==> config.mk <==
export PLATFORM = sky130hd
export DESIGN_NAME = id_inst_queue
export DESIGN_NICKNAME = d
export VERILOG_FILES = /design/src/rtl/id_inst_queue_pkg.sv /design/src/rtl/iq_fifo_mem.sv /design/src/rtl/id_inst_queue.sv
export SDC_FILE = /design/constraint.sdc
export NUM_CORES = 1
export LEC_CHECK = 0
export CAP_MARGIN = 20
export CELL_PAD_IN_SITES_DETAIL_PLACEMENT = 0
export CELL_PAD_IN_SITES_GLOBAL_PLACEMENT = 1
export CORE_ASPECT_RATIO = 0.6
export CORE_MARGIN = 5
export CORE_UTILIZATION = 50
export CTS_CLUSTER_SIZE = 14
export DETAILED_ROUTE_END_ITERATION = 6
export GPL_ROUTABILITY_DRIVEN = 1
export PLACE_DENSITY = 0.85
export SLEW_MARGIN = 10
export SYNTH_ARGS = -nofsm -noshare
export SYNTH_HDL_FRONTEND = slang
export SYNTH_HIERARCHICAL = 1
export SYNTH_SLANG_ARGS = --single-unit
==> constraint.sdc <==
create_clock -name clk -period 10.49 [get_ports clk]
set_input_delay 1.5735 -clock clk [delete_from_list [all_inputs] [get_ports clk]]
set_output_delay 1.5735 -clock clk [all_outputs]
set_load 0.05 [all_outputs]
==> src/rtl/id_inst_queue_pkg.sv <==
// Shared decode constants for the IF/ID instruction queue.
// Opcode encodings match the codebase definitions used by fc and decode.
package id_inst_queue_pkg;

  localparam logic [6:0]  Jtype_J = 7'b1101111;  // JAL
  localparam logic [6:0]  Itype_J = 7'b1100111;  // JALR
  localparam logic [6:0]  Btype   = 7'b1100011;  // conditional branches
  localparam logic [31:0] IQ_NOP  = 32'h0000_0000;

  function automatic logic is_jump_op(input logic [6:0] op);
    return (op == Jtype_J) || (op == Itype_J) || (op == Btype);
  endfunction

endpackage

==> src/rtl/iq_fifo_mem.sv <==
// Instruction queue storage: one synchronous write port, one asynchronous read port.
// Contents are deliberately not reset; validity is tracked by the queue pointers.
module iq_fifo_mem #(
  parameter int W     = 64,
  parameter int DEPTH = 4,
  parameter int AW    = 2
) (
  input  logic          clk,
  input  logic          we_i,
  input  logic [AW-1:0] waddr_i,
  input  logic [W-1:0]  wdata_i,
  input  logic [AW-1:0] raddr_i,
  output logic [W-1:0]  rdata_o
);

  logic [W-1:0] mem_q [DEPTH];

  always_ff @(posedge clk) begin
    if (we_i) mem_q[waddr_i] <= wdata_i;
  end

  assign rdata_o = mem_q[raddr_i];

endmodule

==> src/rtl/id_inst_queue.sv <==
// Instruction queue between Icache and decode: buffers {pc,inst} across fc stalls,
// drops in-flight Icache responses after a flush and pre-decodes a jump hint.
module id_inst_queue
  import id_inst_queue_pkg::*;
#(
  parameter int              XLEN        = 32,
  parameter int              DEPTH       = 4,
  parameter int              KILL_CYCLES = 1,
  parameter int              BYPASS      = 1,
  parameter logic [XLEN-1:0] NOP_INST    = XLEN'(IQ_NOP)
) (
  input  logic                       clk,
  input  logic                       rst,
  input  logic                       ic_valid_i,
  input  logic [XLEN-1:0]            ic_inst_i,
  input  logic [XLEN-1:0]            ic_pc_i,
  output logic                       iq_ready_o,
  input  logic                       fc_flush_i,
  input  logic                       fc_stall_i,
  output logic                       id_valid_o,
  output logic [XLEN-1:0]            id_inst_o,
  output logic [XLEN-1:0]            id_pc_o,
  output logic                       id_jump_hint_o,
  output logic [$clog2(DEPTH+1)-1:0] iq_count_o,
  output logic                       iq_empty_o,
  output logic                       iq_full_o
);

  localparam int PW = (DEPTH > 1) ? $clog2(DEPTH) : 1;
  localparam int CW = $clog2(DEPTH + 1);
  localparam int KW = 2;

  logic [PW-1:0]     rd_q, rd_d, wr_q, wr_d;
  logic [CW-1:0]     cnt_q, cnt_d;
  logic [KW-1:0]     kill_q, kill_d;
  logic              empty, full, push, bypass, wr_en, pop_mem;
  logic [2*XLEN-1:0] rdata;

  assign empty      = (cnt_q == '0);
  assign full       = (cnt_q == CW'(DEPTH));
  // Ready looks only at the registered count so stall never reaches the Icache combinationally.
  assign iq_ready_o = !full;
  assign push       = ic_valid_i & iq_ready_o & !fc_flush_i & (kill_q == '0);
  assign bypass     = (BYPASS != 0) & empty & push & !fc_stall_i;
  assign wr_en      = push & !bypass;
  assign id_valid_o = !fc_flush_i & (!empty | bypass);
  assign pop_mem    = id_valid_o & !fc_stall_i & !bypass;

  iq_fifo_mem #(
    .W     (2*XLEN),
    .DEPTH (DEPTH),
    .AW    (PW)
  ) u_mem (
    .clk     (clk),
    .we_i    (wr_en),
    .waddr_i (wr_q),
    .wdata_i ({ic_pc_i, ic_inst_i}),
    .raddr_i (rd_q),
    .rdata_o (rdata)
  );

  always_comb begin
    id_inst_o = NOP_INST;
    id_pc_o   = '0;
    if (id_valid_o) begin
      if (bypass) begin
        id_inst_o = ic_inst_i;
        id_pc_o   = ic_pc_i;
      end else begin
        id_inst_o = rdata[XLEN-1:0];
        id_pc_o   = rdata[2*XLEN-1:XLEN];
      end
    end
  end

  assign id_jump_hint_o = id_valid_o & is_jump_op(id_inst_o[6:0]);

  always_comb begin
    rd_d   = rd_q;
    wr_d   = wr_q;
    cnt_d  = cnt_q;
    kill_d = (kill_q != '0) ? kill_q - KW'(1) : kill_q;
    if (fc_flush_i) begin
      rd_d   = '0;
      wr_d   = '0;
      cnt_d  = '0;
      kill_d = KW'(KILL_CYCLES);
    end else begin
      if (wr_en)   wr_d = wr_q + PW'(1);
      if (pop_mem) rd_d = rd_q + PW'(1);
      case ({wr_en, pop_mem})
        2'b10:   cnt_d = cnt_q + CW'(1);
        2'b01:   cnt_d = cnt_q - CW'(1);
        default: cnt_d = cnt_q;
      endcase
    end
  end

  always_ff @(posedge clk or posedge rst) begin
    if (rst) begin
      rd_q   <= '0;
      wr_q   <= '0;
      cnt_q  <= '0;
      kill_q <= '0;
    end else begin
      rd_q   <= rd_d;
      wr_q   <= wr_d;
      cnt_q  <= cnt_d;
      kill_q <= kill_d;
    end
  end

  assign iq_count_o = cnt_q;
  assign iq_empty_o = empty;
  assign iq_full_o  = full;

endmodule

---- Word-level counts from Yosys, hierarchy flattened ----
Memory sizes are Yosys's and may differ from the RTL's.
Cells that the tools add are included.
storage, ports and cells
  register bits after elaboration ......... 9
  bits in writable memories ............... 256
  output and inout bits ................... 72
  logic and storage cells ................. 55
  memories kept ........................... 1
cells by class
  add/sub/neg operators ................... 5
  eq/ne operators ......................... 6
  muxes and demuxes ....................... 14
  bitwise logic cells ..................... 11
  reductions and logical operators ........ 14
memories
  memory       words  bits a word  rd ports  clocked after memory_dff  write ports  RTL line           text
  u_mem.mem_q  4      64           1         0                         1            iq_fifo_mem.sv:16  logic [W-1:0] mem_q [DEPTH];
operators by type and width
  cell                   count
  $mux W32               4
  $eq A7 B7 Y1 const B   3
  $mux W2                6
  $and A1 B1 Y1          10
  $reduce_bool A2 Y1     4
  $pmux W3 S2            1
  $logic_not A1 Y1       5
  $add A2 B1 Y2 const B  2
  $add A3 B1 Y3 const B  1
  $eq A3 B3 Y1 const B   1
  $logic_not A3 Y1       1
  $mux W3                1
  $reduce_bool A3 Y1     1
  $sub A3 B1 Y3 const B  1
  $eq A2 B1 Y1 const B   1
  $eq A2 B2 Y1 const B   1
  $logic_not A2 Y1       1
  $logic_or A1 B1 Y1     2
  $mux W1                2
  $sub A2 B1 Y2 const B  1
  $or A1 B1 Y1           1

---- Longest topological paths before layout ----
Gate-level depths: netlist of the first run.
  depth after elaboration ................. 14
  depth in mapped cells ................... 10
  gate-level depth less buffers ........... 10

---- Hierarchy ----
The synthesis of the first run kept the hierarchy.
by module, submodules not included
  module         times used  cells an instance  area each (um^2)  sequential area each (um^2)
  iq_fifo_mem    1           338                9341.5            7687.4
  id_inst_queue  1           293                1615.3            225.2

---- Worst setup path before layout of the first run ----
OpenSTA, ideal clock, no wires.
  path type ............................... in2reg
  start ................................... in fc_flush_i
  end ..................................... mem u_mem.mem_q[0][0] (enable)
  setup time .............................. 578 ps
  arrival time ............................ 6896 ps
  required time ........................... 9912 ps
  slack ................................... 3016 ps
  stages .................................. 4
  cell sequence ........................... clkbuf_1 and3b_1 o21a_1 nor3b_1
between the ends
  longest elaborated chain between the ends .. 9
ends and longest elaborated chain
  what                               RTL line             text
  start, declared                    id_inst_queue.sv:18  input logic fc_flush_i,
  $logic_not A1 Y1 (*)               id_inst_queue.sv:43  assign push = ic_valid_i & iq_ready_o & !fc_flush_i & (kill_q == '0);
  $and A1 B1 Y1 (*) (2 in series)    id_inst_queue.sv:43
  $and A1 B1 Y1 (2 in series)        id_inst_queue.sv:44  assign bypass = (BYPASS != 0) & empty & push & !fc_stall_i;
  $logic_not A1 Y1                   id_inst_queue.sv:45  assign wr_en = push & !bypass;
  $and A1 B1 Y1 (*)                  id_inst_queue.sv:45
  via wr_en                          id_inst_queue.sv:36  logic empty, full, push, bypass, wr_en, pop_mem;
  $mux W1 (*)                        iq_fifo_mem.sv:19    if (we_i) mem_q[waddr_i] <= wdata_i;
  $mux W1 (not written as such) (*)  iq_fifo_mem.sv:19
  end, declared                      iq_fifo_mem.sv:16
The timed path passes the listed nets; every way through them passes the cells marked *.

---- Worst setup path in the final report of the first run ----
  start ................................... in fc_flush_i
  end ..................................... out id_inst_o[17]
between the ends
  longest elaborated chain between the ends .. 8
ends and longest elaborated chain
  what                         RTL line                                  text
  $logic_not A1 Y1 (*)         id_inst_queue.sv:43, id_inst_queue.sv:46
  $and A1 B1 Y1 (2 in series)  id_inst_queue.sv:43
  $and A1 B1 Y1 (2 in series)  id_inst_queue.sv:44
  $or A1 B1 Y1                 id_inst_queue.sv:46                       assign id_valid_o = !fc_flush_i & (!empty | bypass);
  $and A1 B1 Y1                id_inst_queue.sv:46
  $mux W32 (*)                 id_inst_queue.sv:65                       if (id_valid_o) begin
  end, declared                id_inst_queue.sv:21                       output logic [XLEN-1:0] id_inst_o,
Every way passes the cells marked *; elsewhere a longest branch is shown, timed or not.

==> impl_metrics.py, run 1 <==
metrics = {
    "clock_network": {
        "cts_setup_buffers": 0,
        "cts_buffers": 24,
        "htreeDepth": 1,
        "cts_sinks": 265,
        "clk_latency_ns": 0.51,
        "clk_path_buf_depth": 3,
        "path_clk_slew_ns": 0.06,
        "cts_resized": 0,
        "clock-root-buffer": "clkbuf_16",
        "ctsHoldBuffers": 0,
        "tritoncts": "yes",
    },
    "worst_setup_path": {
        "setup.worst_path.class": "primary input to output port",
        "crit_start": "fc_flush_i",
        "reg2reg_from": "kill_q[0]$_DFFE_PP0P_",
        "cp-start-kind": "primary input",
        "crit_chain": "clkdlybuf4s50_1 -> nor4bb_1 -> buf_4 -> and2_2 -> buf_4 -> nand2_1 -> a21oi_1 -> clkdlybuf4s50_1",
        "setup.worst_path.end": "id_inst_o[17]",
        "reg2reg_to": "u_mem/mem_q[2][61]$_DFFE_PP_",
        "end_kind": "output port",
        "critPathMaxStageDelay_ns": 0.88,
        "cp_max_fo": 46,
        "slowest_stage": "clkdlybuf4s50_1",
        "required_ns": 8.92,
        "worstRegToRegCells": 6,
        "rrSetupSlack_ns": 7.86,
        "cp.arrival_ns": 5.15,
    },
    "place": {
        "place_congestion": 0.769,
        "hpwl_um": 13800,
        "portBuffers": 140,
    },
    "yosys": {
        "synth_warnings": 6,
        "ys_types": 45,
        "synth_area_leaders": "edfxtp_1 70%, mux4_2 12%, nand2_1 4.4%",
        "synth_edf_count": 256,
        "synth_ff_type": "edfxtp_1",
        "avgSynthCellArea_um2": 17.4,
        "ys_seq_area_frac": 0.722,
        "ys_ff_latch": 265,
        "postSynthCellCount": 631,
        "synth_top_area_share": 0.702,
        "synth_area_um2": 11000,
        "async_reset_ff_frac": 0.0340,
        "syn_nets": 702,
        "yosys.area.top_type": "edfxtp_1",
    },
    "power_and_ir_drop": {
        "switchingPower_uw": 727,
        "switching_share": 0.284,
        "p_leak_uw": 0.00424,
        "clkPwrFrac": 0.307,
        "powerDensity_nw_per_um2": 194,
        "p_seq_frac": 0.474,
        "internal_power_uw": 1830,
        "vdd_ir_drop_max_v": 0.000109,
        "combPwrFrac": 0.220,
    },
    "sta": {
        "relSlewSlack": 0.312,
        "worstMarginPinSlew_ns": 1.03,
        "final_hold_viol_count": 0,
        "clock_skew_ns": 0.0132,
        "fin_crit_sh": 0.641,
        "finalSetupViolations": 0,
        "slew_viol_final": 0,
        "rsz0062_at_grt": "no",
        "period_minus_slack_ns": 6.72,
        "fmax_ghz": 0.149,
        "tns_ns": 0,
    },
    "finish": {
        "final_cell_mix": "256 x edfxtp_1, 140 x clkdlybuf4s50_1, 126 x nand2_1",
        "final_common_cell": "edfxtp_1",
        "final_layout_size_suffix_gt1_frac": 0.139,
        "post-route-util": 0.620,
        "diodes": 0,
        "area_growth_syn_to_layout_pct": 20.4,
        "nNetsFinal": 838,
    },
    "global_routing": {
        "grt_max_degree": 65,
        "grt_pass1_wl_um": 36200,
        "track_usage": 0.181,
        "antenna_found_initial": 0,
        "grt_overflow": 0,
        "grt_pass1_vias": 6450,
    },
    "drt": {
        "dr_total_vias": 6043,
        "drt-vias-per-instance": 5.70,
        "routedWlPerCell_um": 21.7,
        "detail-route-antenna-nets": 0,
        "wl_um": 23000,
        "firstDrtPassIters": 5,
        "dr.first_iter.drc_count": 529,
        "drc": 0,
    },
    "status": {
        "status": "completed",
    },
    "floorplanning": {
        "core_area_um2": 21300,
        "start_util": 0.515,
        "die_w_um": 201,
        "dieArea_um2": 25100,
        "rows": 41,
        "die-height_um": 125,
        "ios": 141,
    },
    "worst_hold_path": {
        "hp-class": "flop to flop",
    },
    "run": {
        "max_cap_violations": 0,
    },
}
## stage by stage
step	instance area (um2)	setup WS [ns]	hold WS (ns)	power [uW]	std cells
floorplan	11000	3.02	0.480	1640	631
detailed placement	12500	3.77	0.509	1800	1020
global route	13200	3.57	0.536	2660	1061
CTS	13200	3.77	0.528	2580	1061
finish	13200	3.77	0.521	2560	1061
global placement	12500	3.87	0.505	1790	1020
## routing by layer
metal  global-route usage  part of all wire  up-vias
li1                     -                 -     2717
met1                0.256              0.44     3097
met2                0.301              0.48      198
met3               0.0385             0.067       31
met4               0.0275             0.013        0
met5                    0                 0        -
## cells by family (layout without fill, tap and decap cells)
kind of cell,after synthesis,count (layout),synth area share
flip-flops,265,265,0.722
AND/OR/NAND/NOR,162,162,0.0622
AO/OA/AOI/OAI,83,83,0.0419
multiplexers,66,66,0.135
buffers and inverters,47,198,0.0312
XOR/XNOR,6,6,0.00480
adder cells (fa/ha/maj),2,2,0.00297
## flip-flops by register name, summed over array words and instances (netlist names)
name and cells:
kill_q 2, u_mem/mem_q 256, wr_q 2, rd_q 2
iq_count_o 3
## power by group through the flow
stage	clock network, uW	registers (uW)	logic (uW)
4_1_cts	802	1210	567
5_1_grt	845	1220	596
6_report	785	1210	562
2_1_floorplan	0	1230	409
3_5_place_dp	0	1240	565
3_3_place_gp	0	1230	557
## worst min path at each step
stage,to,startpoint,slack (ns),cells past startpoint
floorplan,kill_q[1]$_DFFE_PP0P_,kill_q[1]$_DFFE_PP0P_,0.48,2
global placement,kill_q[0]$_DFFE_PP0P_,kill_q[0]$_DFFE_PP0P_,0.50,2
detailed placement,kill_q[0]$_DFFE_PP0P_,kill_q[0]$_DFFE_PP0P_,0.51,2
CTS,kill_q[0]$_DFFE_PP0P_,kill_q[0]$_DFFE_PP0P_,0.53,2
global route,kill_q[0]$_DFFE_PP0P_,kill_q[0]$_DFFE_PP0P_,0.54,2
finish,kill_q[0]$_DFFE_PP0P_,kill_q[0]$_DFFE_PP0P_,0.52,2
## area by class of cell
class | instances | area (um2)
multi-input cells | 319 | 2730
repair buffers | 149 | 1470
clock buffers | 32 | 652
well taps | 279 | 349
flip-flops and latches | 265 | 7920
fillers | 1510 | 8100
clock inverters | 9 | 38.8
inverters | 8 | 31.3
## critical path: cells and delay by family
kind	cells	cell delay, ns
compound gates	1	0.27
buf+inv	4	2.37
simple gates	3	0.94
## cells in the mapped netlist (2+ instances only)
master and n:
a211oi_2 2, a21oi_1 68, and3b_1 3, buf_12 6, buf_2 16, buf_4 6, buf_6 3, clkbuf_1 7
dfrtp_1 9, edfxtp_1 256, inv_1 7, mux2i_1 2, mux4_1 4, mux4_2 60, nand2_1 127, nand2b_1 3
nand3_1 4, nor2_1 10, nor2b_1 2, nor3_1 2, o21a_1 2, o21ai_0 4, or3_1 2, xnor2_1 2
xor2_1 4
(Power assumes the default switching activity.)
==> run 2: changes to the inputs <==
--- a/config.mk
+++ b/config.mk
@@ -10,11 +10,11 @@
 export CELL_PAD_IN_SITES_GLOBAL_PLACEMENT = 1
 export CORE_ASPECT_RATIO = 0.6
 export CORE_MARGIN = 5
-export CORE_UTILIZATION = 50
+export CORE_UTILIZATION = 47
 export CTS_CLUSTER_SIZE = 14
 export DETAILED_ROUTE_END_ITERATION = 6
 export GPL_ROUTABILITY_DRIVEN = 1
-export PLACE_DENSITY = 0.85
+export PLACE_DENSITY = 0.81
 export SLEW_MARGIN = 10
 export SYNTH_ARGS = -nofsm -noshare
 export SYNTH_HDL_FRONTEND = slang
==> constraint.sdc (replaced) <==
create_clock -name clk -period 6.8 [get_ports clk]
set_input_delay 1.02 -clock clk [delete_from_list [all_inputs] [get_ports clk]]
set_output_delay 1.02 -clock clk [all_outputs]
set_load 0.05 [all_outputs]
==> impl_metrics.py, run 2 (synthesis gave the netlist of run 1 again) <==
metrics = {
    "status": {
        "status": "completed",
    },
    "sta": {
        "final_hold_viol_count": 0,
        "tns_ns": 0,
        "period_minus_slack_ns": 5.63,
        "slew_viol_final": 0,
        "relSlewSlack": 0.288,
        "fin_crit_sh": 0.828,
        "worstMarginPinSlew_ns": 1.07,
        "fmax_ghz": 0.178,
        "clock_skew_ns": 0.0117,
        "rsz0062_at_grt": "no",
        "finalSetupViolations": 0,
    },
    "floorplanning": {
        "die-height_um": 128,
        "core_area_um2": 23000,
        "dieArea_um2": 26600,
        "start_util": 0.476,
        "die_w_um": 207,
        "ios": 141,
        "rows": 43,
    },
    "clock_network": {
        "clock-root-buffer": "clkbuf_16",
        "clk_latency_ns": 0.51,
        "clk_path_buf_depth": 3,
        "cts_sinks": 265,
        "tritoncts": "yes",
        "cts_resized": 0,
        "htreeDepth": 1,
        "path_clk_slew_ns": 0.07,
        "ctsHoldBuffers": 0,
        "cts_setup_buffers": 0,
        "cts_buffers": 24,
    },
    "finish": {
        "nNetsFinal": 839,
        "top_register": "u_mem/mem_q",
        "final_common_cell": "edfxtp_1",
        "fill_cells": 1793,
        "largest_reg_flops": 256,
        "area_growth_syn_to_layout_pct": 21.7,
        "final_layout_size_suffix_gt1_frac": 0.143,
        "diodes": 0,
        "final_cell_mix": "256 x edfxtp_1, 140 x clkdlybuf4s50_1, 126 x nand2_1",
    },
    "drt": {
        "drt-vias-per-instance": 5.58,
        "detail-route-antenna-nets": 0,
        "dr.first_iter.drc_count": 399,
        "drc": 0,
        "dr_total_vias": 6120,
        "routedWlPerCell_um": 21.4,
        "firstDrtPassIters": 5,
        "wl_um": 23400,
    },
    "worst_setup_path": {
        "slowest_stage": "clkdlybuf4s50_1",
        "reg2reg_from": "kill_q[0]$_DFFE_PP0P_",
        "path_delay_family": "buffers and inverters",
        "crit_start": "fc_flush_i",
        "required_ns": 5.78,
        "path_buf_inv": 4,
        "critPathMaxStageDelay_ns": 0.83,
        "cp-start-kind": "primary input",
        "crit_chain": "clkdlybuf4s50_1 -> nor4bb_1 -> buf_4 -> and2_2 -> buf_4 -> nand2_1 -> a21oi_1 -> clkdlybuf4s50_1",
        "end_kind": "output port",
        "cp.arrival_ns": 4.61,
        "setup.worst_path.class": "primary input to output port",
        "cp_max_fo": 38,
    },
    "power_and_ir_drop": {
        "p_leak_uw": 0.00429,
        "switching_share": 0.276,
        "p_seq_frac": 0.462,
        "combPwrFrac": 0.214,
        "clkPwrFrac": 0.325,
        "vdd_ir_drop_max_v": 0.000220,
        "switchingPower_uw": 1120,
        "powerDensity_nw_per_um2": 305,
        "internal_power_uw": 2950,
        "p_total_uw": 4070,
    },
    "place": {
        "portBuffers": 140,
        "hpwl_um": 13800,
        "place_congestion": 0.787,
    },
    "worst_hold_path": {
        "hold_path_startpoint": "kill_q[0]$_DFFE_PP0P_",
        "hp-class": "flop to flop",
    },
    "global_routing": {
        "antenna_found_initial": 0,
        "grt_max_degree": 65,
        "grt_pass1_wl_um": 36700,
        "track_usage": 0.174,
        "grt_overflow": 0,
        "grt_pass1_vias": 6406,
    },
    "run": {
        "max_cap_violations": 0,
    },
}
-- run 2: power by group through the flow --
stage / combinational, uW / clock [uW] / sequential, uW
final: 869 / 1320 / 1880
after detailed placement: 863 / 0 / 1920
after global routing: 923 / 1430 / 1890
after global placement: 851 / 0 / 1910
after floorplan: 631 / 0 / 1890
after CTS: 869 / 1360 / 1880
-- run 2: stage by stage --
step / instance area [um2] / utilization / instances / hold WS [ns] / worst slack, ns
after floorplan: 11000 / - / 631 / 0.480 / 2.18
after global placement: 12500 / 0.545 / 1056 / 0.515 / 1.29
after detailed placement: 12500 / 0.545 / 1056 / 0.510 / 1.16
after CTS: 13300 / 0.578 / 1096 / 0.528 / 1.16
after global routing: 13300 / 0.579 / 1097 / 0.562 / 0.923
final: 13300 / 0.579 / 1097 / 0.521 / 1.17
-- run 2: path summary, 6_finish.rpt --
check	endpoint	slack, ns	depth (start not counted)
setup / recovery	id_inst_o[21]	1.17	8
hold / removal	kill_q[0]$_DFFE_PP0P_	0.52	2
setup reg to reg	u_mem/mem_q[2][61]$_DFFE_PP_	3.93	6
hold reg to reg	kill_q[0]$_DFFE_PP0P_	0.52	2
max in group asynchronous	rd_q[0]$_DFFE_PP0P_	5.69	2
min in group asynchronous	kill_q[0]$_DFFE_PP0P_	0.80	2
-- run 2: layout make-up --
| type | count | area, um2 | share of cell area |
|---|---|---|---|
| repair buffers | 150 | 1500 | 0.112 |
| clock inverters | 7 | 106 | 0.00797 |
| multi-input cells | 319 | 2740 | 0.205 |
| flip-flops and latches | 265 | 7920 | 0.594 |
| inverters | 8 | 31.3 | 0.00235 |
| well taps | 315 | 394 | 0.0295 |
| clock buffers | 33 | 656 | 0.0492 |
-- run 2: worst min-delay path, stage by stage, from the launching register on --
cell and delay [ns]:
dfrtp_1 0.35, xor2_1 0.07, nand2b_1 0.06
-- run 2: layer usage --
layer,wire length [um],vias to the layer above,track usage
met1,10500,3142,0.253
li1,-,2724,-
met3,1490,27,0.0372
met2,11200,227,0.283
met5,0,-,0
met4,259,0,0.0260
==> run 3: changes to the inputs <==
--- a/config.mk
+++ b/config.mk
@@ -10,11 +10,11 @@
 export CELL_PAD_IN_SITES_GLOBAL_PLACEMENT = 1
 export CORE_ASPECT_RATIO = 0.6
 export CORE_MARGIN = 5
-export CORE_UTILIZATION = 47
+export CORE_UTILIZATION = 42
 export CTS_CLUSTER_SIZE = 14
 export DETAILED_ROUTE_END_ITERATION = 6
 export GPL_ROUTABILITY_DRIVEN = 1
-export PLACE_DENSITY = 0.81
+export PLACE_DENSITY = 0.76
 export SLEW_MARGIN = 10
 export SYNTH_ARGS = -nofsm -noshare
 export SYNTH_HDL_FRONTEND = slang
==> constraint.sdc (replaced) <==
create_clock -name clk -period 4.6 [get_ports clk]
set_input_delay 0.69 -clock clk [delete_from_list [all_inputs] [get_ports clk]]
set_output_delay 0.69 -clock clk [all_outputs]
set_load 0.05 [all_outputs]
==> impl_metrics.py, run 3 (synthesis gave the netlist of run 1 again) <==
metrics = {
    "status": {
        "status": "completed",
    },
    "finish": {
        "final_common_cell": "edfxtp_1",
        "regArea_um2": 7920,
        "multi_input_area_um2": 2740,
        "final_layout_size_suffix_gt1_frac": 0.233,
        "largest_reg_flops": 256,
        "nNetsFinal": 846,
        "fill_cells": 1948,
        "area_growth_syn_to_layout_pct": 28.2,
        "diodes": 0,
        "top_register": "u_mem/mem_q",
        "final_area_um2": 14000,
        "final_cells": 1145,
        "final_cell_mix": "256 x edfxtp_1, 126 x nand2_1, 76 x clkdlybuf4s50_1",
    },
    "place": {
        "hpwl_um": 14800,
        "portBuffers": 140,
        "placed_cells": 1100,
        "postPlaceCellArea_um2": 13300,
        "place_congestion": 0.740,
    },
    "clock_network": {
        "clk_path_buf_depth": 3,
        "cts_resized": 0,
        "tritoncts": "yes",
        "htreeDepth": 1,
        "cts_buffers": 25,
        "cts_sinks": 265,
        "ctsHoldBuffers": 0,
        "clock-root-buffer": "clkbuf_16",
        "clk_latency_ns": 0.51,
        "cts_setup_buffers": 0,
        "path_clk_slew_ns": 0.06,
    },
    "sta": {
        "clock_skew_ns": 0.0137,
        "period_minus_slack_ns": 3.80,
        "fin_crit_sh": 0.825,
        "fmax_ghz": 0.263,
        "rsz0062_at_grt": "no",
        "tns_ns": 0,
        "slew_viol_final": 0,
        "finalSetupViolations": 0,
        "worstMarginPinSlew_ns": 1.07,
        "whs_ns": 0.456,
        "relSlewSlack": 0.284,
        "final_hold_viol_count": 0,
    },
    "power_and_ir_drop": {
        "vdd_ir_drop_max_v": 0.000203,
        "powerDensity_nw_per_um2": 438,
        "p_total_uw": 6150,
        "p_leak_uw": 0.00462,
    },
    "global_routing": {
        "grt_overflow": 0,
        "grt_max_degree": 65,
        "antenna_found_initial": 1,
        "grt_pass1_wl_um": 37400,
        "track_usage": 0.162,
        "grt_pass1_vias": 6501,
    },
    "floorplanning": {
        "core_area_um2": 25500,
        "start_util": 0.430,
        "ios": 141,
        "dieArea_um2": 29500,
        "rows": 45,
        "die_w_um": 219,
        "die-height_um": 135,
    },
    "worst_setup_path": {
        "required_ns": 3.91,
        "reg2reg_from": "kill_q[0]$_DFFE_PP0P_",
        "reg2reg_to": "u_mem/mem_q[3][12]$_DFFE_PP_",
        "setup.worst_path.class": "primary input to output port",
        "rrSetupSlack_ns": 2.00,
        "worstRegToRegCells": 5,
        "cp_max_fo": 31,
        "cp.arrival_ns": 3.11,
        "cp-start-kind": "primary input",
        "end_kind": "output port",
    },
    "drt": {
        "drt-vias-per-instance": 5.40,
        "detail-route-antenna-nets": 0,
        "firstDrtPassIters": 5,
        "routedWlPerCell_um": 20.7,
        "wl_um": 23800,
        "drc": 0,
        "dr.first_iter.drc_count": 623,
        "dr_total_vias": 6183,
    },
    "worst_hold_path": {
        "hp-class": "primary input to asynchronous set/reset pin",
    },
    "run": {
        "max_cap_violations": 0,
    },
}
==> run 3: cell count changes in the layout (fill, tap and decap cells not counted), sizes merged <==
cell           previous run  this run
buf                      10        80
bufinv                    3         1
clkbuf                   33        30
clkdlybuf4s50           140        76
clkinv                    5        14
inv                       7         8
==> run 3: worst max-delay path, stage by stage <==
cell             delay (ns)
clkdlybuf4s50_1        0.61
nor4bb_1               0.39
buf_4                  0.23
and2_2                 0.17
buf_4                  0.34
a31oi_1                0.17
a211oi_2               0.32
buf_12                 0.18
==> run 3: layout make-up <==
cell class,count,area share
clock buffer,30,0.0459
clock inverter,15,0.00695
inverter,8,0.00223
multi-input combinational,319,0.195
sequential,265,0.564
tap,352,0.0314
timing repair buffer,156,0.155
==> run 3: worst max path at each step <==
stage / from / end / slack (ns)
after floorplan: fc_flush_i / u_mem/mem_q[0][0]$_DFFE_PP_ / 0.31
after global placement: fc_stall_i / id_jump_hint_o / 0.84
after detailed placement: fc_stall_i / id_jump_hint_o / 0.77
after CTS: fc_stall_i / id_jump_hint_o / 0.77
after global routing: fc_stall_i / id_pc_o[24] / 0.61
final: fc_stall_i / id_jump_hint_o / 0.80
==> run 3: routing by layer <==
metal	wire [um]	track usage	vias up
met5	13	0	-
met4	281	0.0265	2
met2	11500	0.262	232
met3	1630	0.0300	24
li1	-	-	2747
met1	10400	0.236	3178
==> run 3: power breakdown <==
part / total, uW / switching, uW / leakage [uW] / internal, uW
Clock: 1860 / 812 / 0.000365 / 1050
Sequential: 2740 / 36.2 / 0.00242 / 2700
Combinational: 1550 / 878 / 0.00184 / 672
==> run 3: per-stage QoR <==
| stage | utilization | worst slack (ns) |
|---|---|---|
| floorplan | - | 0.305 |
| global placement | 0.522 | 0.838 |
| detailed placement | 0.522 | 0.772 |
| CTS | 0.551 | 0.767 |
| global route | 0.551 | 0.605 |
| finish | 0.551 | 0.805 |
